<file path="src/rtl/mem_access_stage_if.sv">
// Data-memory request/acknowledge bus between the MEM stage (master) and data memory (slave).
interface mem_access_stage_if #(
  parameter int DATA_W = 16
);
  logic              dmem_req;
  logic              dmem_we;
  logic [DATA_W-1:0] dmem_addr;
  logic [DATA_W-1:0] dmem_wdata;
  logic              dmem_ack;
  logic [DATA_W-1:0] dmem_rdata;

  modport master (
    output dmem_req, dmem_we, dmem_addr, dmem_wdata,
    input  dmem_ack, dmem_rdata
  );

  modport slave (
    input  dmem_req, dmem_we, dmem_addr, dmem_wdata,
    output dmem_ack, dmem_rdata
  );
endinterface

</file>
<file path="src/rtl/mem_access_stage.sv">
// MEM stage: variable-latency load/store via req/ack, stalling upstream while an access is open.
// Optional WAIT timeout with sticky mem_err is enabled by defining MEM_ACCESS_TIMEOUT_EN.
module mem_access_stage #(
  parameter int DATA_W  = 16,
  parameter int REG_W   = 3,
  parameter int TIMEOUT = 8
) (
  input  logic                  clk,
  input  logic                  reset,
  input  logic                  exmem_valid,
  input  logic                  mem_read,
  input  logic                  mem_write,
  input  logic                  memtoreg,
  input  logic                  reg_write,
  input  logic                  halt,
  input  logic [DATA_W-1:0]     alu_out,
  input  logic [DATA_W-1:0]     write_data,
  input  logic [REG_W-1:0]      instr_rd,
  mem_access_stage_if.master    dmem,
  output logic                  stall,
  output logic                  memtoreg_out,
  output logic                  reg_write_out,
  output logic                  halt_out,
  output logic [DATA_W-1:0]     read_data_out,
  output logic [DATA_W-1:0]     alu_out_out,
  output logic [REG_W-1:0]      instr_rd_out,
  output logic                  mem_err
);

  typedef enum logic {S_IDLE, S_WAIT} state_t;

  state_t            state_q;
  logic              req_q;
  logic              we_q;
  logic [DATA_W-1:0] addr_q;
  logic [DATA_W-1:0] wdata_q;
  logic              mem_op;
  logic              timeout_hit;

  assign mem_op = exmem_valid & (mem_read | mem_write);

`ifdef MEM_ACCESS_TIMEOUT_EN
  localparam int CNT_W = $clog2(TIMEOUT + 1);
  logic [CNT_W-1:0] cnt_q;
  logic             err_q;

  assign timeout_hit = (cnt_q == CNT_W'(TIMEOUT));
  assign mem_err     = err_q;
`else
  logic unused_timeout;

  assign unused_timeout = (TIMEOUT != 0);
  assign timeout_hit    = 1'b0;
  assign mem_err        = 1'b0;
`endif

  assign dmem.dmem_req   = req_q;
  assign dmem.dmem_we    = we_q;
  assign dmem.dmem_addr  = addr_q;
  assign dmem.dmem_wdata = wdata_q;

  // Default is a bubble; alu_out/instr_rd always pass through because they are don't-care in a bubble
  always_comb begin
    stall         = 1'b0;
    reg_write_out = 1'b0;
    memtoreg_out  = 1'b0;
    halt_out      = 1'b0;
    read_data_out = '0;
    alu_out_out   = alu_out;
    instr_rd_out  = instr_rd;
    if (!reset) begin
      case (state_q)
        S_IDLE: begin
          if (mem_op) begin
            stall = 1'b1;
          end else if (exmem_valid) begin
            reg_write_out = reg_write;
            memtoreg_out  = memtoreg;
            halt_out      = halt;
          end
        end
        S_WAIT: begin
          if (dmem.dmem_ack) begin
            reg_write_out = reg_write;
            memtoreg_out  = memtoreg;
            halt_out      = halt;
            read_data_out = we_q ? '0 : dmem.dmem_rdata;
          end else if (timeout_hit) begin
            halt_out = 1'b1;
          end else begin
            stall = 1'b1;
          end
        end
        default: stall = 1'b0;
      endcase
    end
  end

  always_ff @(posedge clk) begin
    if (reset) begin
      state_q <= S_IDLE;
      req_q   <= 1'b0;
      we_q    <= 1'b0;
      addr_q  <= '0;
      wdata_q <= '0;
`ifdef MEM_ACCESS_TIMEOUT_EN
      cnt_q   <= '0;
      err_q   <= 1'b0;
`endif
    end else begin
      case (state_q)
        S_IDLE: begin
          if (mem_op) begin
            state_q <= S_WAIT;
            req_q   <= 1'b1;
            we_q    <= mem_write;
            addr_q  <= alu_out;
            wdata_q <= write_data;
`ifdef MEM_ACCESS_TIMEOUT_EN
            cnt_q   <= '0;
`endif
          end
        end
        S_WAIT: begin
          if (dmem.dmem_ack || timeout_hit) begin
            state_q <= S_IDLE;
            req_q   <= 1'b0;
            we_q    <= 1'b0;
          end
`ifdef MEM_ACCESS_TIMEOUT_EN
          if (!dmem.dmem_ack) begin
            if (timeout_hit) err_q <= 1'b1;
            else             cnt_q <= cnt_q + 1'b1;
          end
`endif
        end
        default: state_q <= S_IDLE;
      endcase
    end
  end

endmodule

</file>
<file path="src/flat_wrapper.sv">
// flat-port wrapper written by rule: the top's interface ports become plain ports
module mem_access_stage_flat 
#(
  parameter int DATA_W  = 16,
  parameter int REG_W   = 3,
  parameter int TIMEOUT = 8
)
  (clk, reset, exmem_valid, mem_read, mem_write, memtoreg, reg_write, halt, alu_out, write_data, instr_rd, stall, memtoreg_out, reg_write_out, halt_out, read_data_out, alu_out_out, instr_rd_out, mem_err, dmem_dmem_req, dmem_dmem_we, dmem_dmem_addr, dmem_dmem_wdata, dmem_dmem_ack, dmem_dmem_rdata);
  mem_access_stage_if #(.DATA_W(DATA_W)) dmem_i ();
  input  logic clk;
  input  logic reset;
  input  logic exmem_valid;
  input  logic mem_read;
  input  logic mem_write;
  input  logic memtoreg;
  input  logic reg_write;
  input  logic halt;
  input  logic [DATA_W-1:0] alu_out;
  input  logic [DATA_W-1:0] write_data;
  input  logic [REG_W-1:0] instr_rd;
  output logic stall;
  output logic memtoreg_out;
  output logic reg_write_out;
  output logic halt_out;
  output logic [DATA_W-1:0] read_data_out;
  output logic [DATA_W-1:0] alu_out_out;
  output logic [REG_W-1:0] instr_rd_out;
  output logic mem_err;
  output wire logic [$bits(dmem_i.dmem_req)-1:0] dmem_dmem_req;
  output wire logic [$bits(dmem_i.dmem_we)-1:0] dmem_dmem_we;
  output wire logic [$bits(dmem_i.dmem_addr)-1:0] dmem_dmem_addr;
  output wire logic [$bits(dmem_i.dmem_wdata)-1:0] dmem_dmem_wdata;
  input wire logic [$bits(dmem_i.dmem_ack)-1:0] dmem_dmem_ack;
  input wire logic [$bits(dmem_i.dmem_rdata)-1:0] dmem_dmem_rdata;
  assign dmem_dmem_req = dmem_i.dmem_req;
  assign dmem_dmem_we = dmem_i.dmem_we;
  assign dmem_dmem_addr = dmem_i.dmem_addr;
  assign dmem_dmem_wdata = dmem_i.dmem_wdata;
  assign dmem_i.dmem_ack = dmem_dmem_ack;
  assign dmem_i.dmem_rdata = dmem_dmem_rdata;
  mem_access_stage #(.DATA_W(DATA_W), .REG_W(REG_W), .TIMEOUT(TIMEOUT)) u_core (.clk(clk), .reset(reset), .exmem_valid(exmem_valid), .mem_read(mem_read), .mem_write(mem_write), .memtoreg(memtoreg), .reg_write(reg_write), .halt(halt), .alu_out(alu_out), .write_data(write_data), .instr_rd(instr_rd), .dmem(dmem_i), .stall(stall), .memtoreg_out(memtoreg_out), .reg_write_out(reg_write_out), .halt_out(halt_out), .read_data_out(read_data_out), .alu_out_out(alu_out_out), .instr_rd_out(instr_rd_out), .mem_err(mem_err));
endmodule
</file>
<file path="config.mk">
export PLATFORM = sky130hd
export DESIGN_NAME = mem_access_stage_flat
export DESIGN_NICKNAME = d
export VERILOG_FILES = /design/src/rtl/mem_access_stage_if.sv /design/src/rtl/mem_access_stage.sv /design/src/flat_wrapper.sv
export SDC_FILE = /design/constraint.sdc
export NUM_CORES = 1
export LEC_CHECK = 0
export CAP_MARGIN = 20
export CORE_AREA = 2 2 67 82
export CTS_BUF_LIST = sky130_fd_sc_hd__clkbuf_8
export CTS_CLUSTER_SIZE = 14
export DETAILED_ROUTE_END_ITERATION = 16
export DIE_AREA = 0 0 69 84
export GPL_TIMING_DRIVEN = 0
export PLACE_DENSITY = 0.92
export SYNTH_ARGS = -nofsm -noshare
export SYNTH_HDL_FRONTEND = slang
export SYNTH_SLANG_ARGS = --single-unit
</file>
<file path="constraint.sdc">
create_clock -name clk -period 1.9 [get_ports clk]
set_input_delay 0.38 -clock clk [delete_from_list [all_inputs] [get_ports clk]]
set_output_delay 0.38 -clock clk [all_outputs]
set_load 0.02 [all_outputs]
</file>
==> out/results.ini, run 1 <==
[grt]
grt_usage_pct = 16.5
grt-ovfl-total = 0
grt_pass1_wl_um = 7900
grt_antenna_before_repair = 0
grt_start_max_net_pins = 12
grt_pass1_vias = 1769

[critical_path]
cp-end-kind = output pin
r2r-start = u_core.state_q
critical_path_class = in -> out
start_kind = primary input
reg2reg_depth = 5
reg2reg_to = u_core.dmem.dmem_wdata[4]
critPathArrivalTime_ns = 1.49
cp_max_fo = 3
critPathRequiredTime_ns = 1.52
rrSetupSlack_ns = 0.68

[pwr]
p_sw_uw = 528
p_leak_uw = 0.00140
power_per_cell_area_nw_per_um2 = 595
irDropWorstVdd_mv = 0.452
p_clk_share_pct = 29.7
swShare_pct = 26.7
p_seq_share_pct = 41.1
p_comb_share_pct = 29.2
p_int_uw = 1450
total_power_uw = 1980

[clock_tree]
cts.sink_count = 35
cts_root_buf = clkbuf_8
tritoncts = yes
cts.reportedPaths.clkPinSlew_ns = 0.07
htree_num_levels = 2
cts_buffers = 5
clockBufferDepth = 2
insertion_delay_ns = 0.28

[worst_hold_path]
hold_end = u_core.dmem.dmem_req
min_from = u_core.dmem.dmem_req
worstHoldPathCells = 2
hold_path_class = reg -> reg

[finish]
drive_gt1_share_pct = 19.5
fin_cells = 401
syn_to_final_growth_pct = 73.2
n_fill_cell = 444
nets = 398
diodes = 0

[floorplan]
die_y_um = 84
die_w_um = 69
dieArea_sq_um = 5800
placementRows = 29
core_sq_um = 5080
io_pins = 134
initial_core_util_pct = 37.7

[synthesis]
synth_edf_count = 0
synthFlopType = dfxtp_1
yosysSeqAreaShare_pct = 36.6
synthArstFlopShare_pct = 0
ys.warnings.count = 0
synth_cell_types = 21
synth.avg_cell_area_sq_um = 9.58
synth_nets = 260
synth_area_sq_um = 1920
ys_ff_latch = 35
synthCells = 200

[drt]
dr.pass1.iters = 4
top_layer_used = met4
first_iter_violations = 48
drc = 0
via_per_inst = 4.52
ant_nets = 0
wl_um = 4900
wl_met2_um = 2400
vias = 1814
wl_met1_um = 1910
wl_met3_um = 516
wire_per_inst_um = 12.2

[timing]
rsz0062_at_grt = true
hold_viol_final = 0
clock_skew_ns = 0.00346
fmax_ghz = 0.535
finalSetupTns_ns = 0
fin_crit_ns = 1.87
finalSetupViolations = 0
min_period_over_period_pct = 98.3
slew_viol_final = 0
whs_ns = 0.460

[place]
place_hpwl_um = 3830
placedCellCount = 390
io_buffers = 128
finalWeightedCongestion = 0.827

[outcome]
status = finished, final reports clean

[job]
cap_violations = 0

==> timing repair <==
item                                    CTS  global route
hold buffers                              0             0
gates resized for setup                 108             7
setup buffers                             2             0
endpoints found under the setup margin   36            17
pin swaps                                 3             1
gates cloned                              1             0
==> power groups by stage <==
stage | sequential, uW | clock (uW) | combinational, uW
3_5_place_dp | 828 | 0 | 597
3_3_place_gp | 826 | 0 | 591
5_1_grt | 818 | 641 | 617
2_1_floorplan | 885 | 0 | 240
6_report | 812 | 586 | 578
4_1_cts | 812 | 613 | 583
==> through the flow <==
stage               instance area, sq um  util [%]  worst slack [ns]
floorplan                           1920         -             0.240
global placement                    3280      64.5            -0.646
detailed placement                  3280      64.5            -0.694
CTS                                 3310      65.2           0.00167
global route                        3320      65.3          -0.00826
finish                              3320      65.3            0.0319
==> cells in the final DEF (no fill, tap or decap), drive strengths merged <==
cell	n
and2	16
dlygate4sd2	19
nand3b	3
nor3b	3
nor3	1
mux2i	32
conb	1
dfxtp	35
nor2b	2
buf	47
a21oi	2
nor2	1
clkdlybuf4s50	89
clkinvlp	1
a21boi	1
nand2b	65
clkbuf	16
a31oi	1
nand2	3
o21ai	1
==> area by class of cell <==
type | instances | area [sq um] | share of cell area [%]
multi-input combinational | 132 | 982 | 29.6
timing repair buffer | 131 | 1190 | 35.8
tap | 62 | 77.6 | 2.34
buffer | 33 | 264 | 7.95
sequential | 35 | 704 | 21.2
clock buffer | 7 | 96.3 | 2.90
clock inverter | 1 | 7.51 | 0.226
==> flip-flops by register name, summed over array words and instances (netlist names) <==
register and cells:
u_core.dmem.dmem_addr 16, u_core.dmem.dmem_wdata 16, u_core.dmem.dmem_req 1, u_core.dmem.dmem_we 1, u_core.state_q 1
==> synthesized netlist by cell type (2+ instances only) <==
cell type,instances,area share (%)
and2_1,16,5.2
buf_4,20,7.8
buf_2,2,0.52
nand2b_1,65,21
buf_12,3,3.1
nor3b_1,3,1.2
clkbuf_1,7,1.4
dfxtp_1,35,37
mux2i_1,32,17
a21oi_1,2,0.52
nand3b_1,3,1.2
nand2_1,3,0.59
==> critical path: stages <==
cell	delay, ns
clkdlybuf4s50_1	0.47
nor2_2	0.15
a21boi_2	0.10
nor3b_1	0.21
buf_4	0.18
==> kinds of logic after synthesis <==
kind of cell	Yosys count	synth area share, %
simple gates	94	31.6
buf+inv	33	13.4
flops	35	36.6
compound gates	5	1.50
other cells	1	0.196
mux	32	16.7
==> worst max path at each step <==
stage | startpoint | endpoint | slack (ns) | cells past startpoint
2_1_floorplan | mem_write | halt_out | 0.24 | 3
4_1_cts | u_core.state_q | read_data_out[10] | 0.002 | 5
3_5_place_dp | dmem_dmem_ack | read_data_out[10] | -0.69 | 6
6_report | mem_write | halt_out | 0.03 | 5
5_1_grt | u_core.state_q | read_data_out[10] | -0.008 | 5
3_3_place_gp | mem_write | reg_write_out | -0.65 | 5
==> per-layer routing <==
metal | vias up | global-route usage (%)
met5 | - | 0
met4 | 0 | 4.46
met3 | 8 | 6.76
met2 | 96 | 29.1
met1 | 816 | 18.0
li1 | 894 | -
No activity file was read; power rests on OpenSTA's default activity.
==> run 2, diff against run 1 <==
Settings changed: ABC_AREA set to 0.
==> results of run 2 <==
The final DEF is identical to that of run 1; final timing and power are the same.
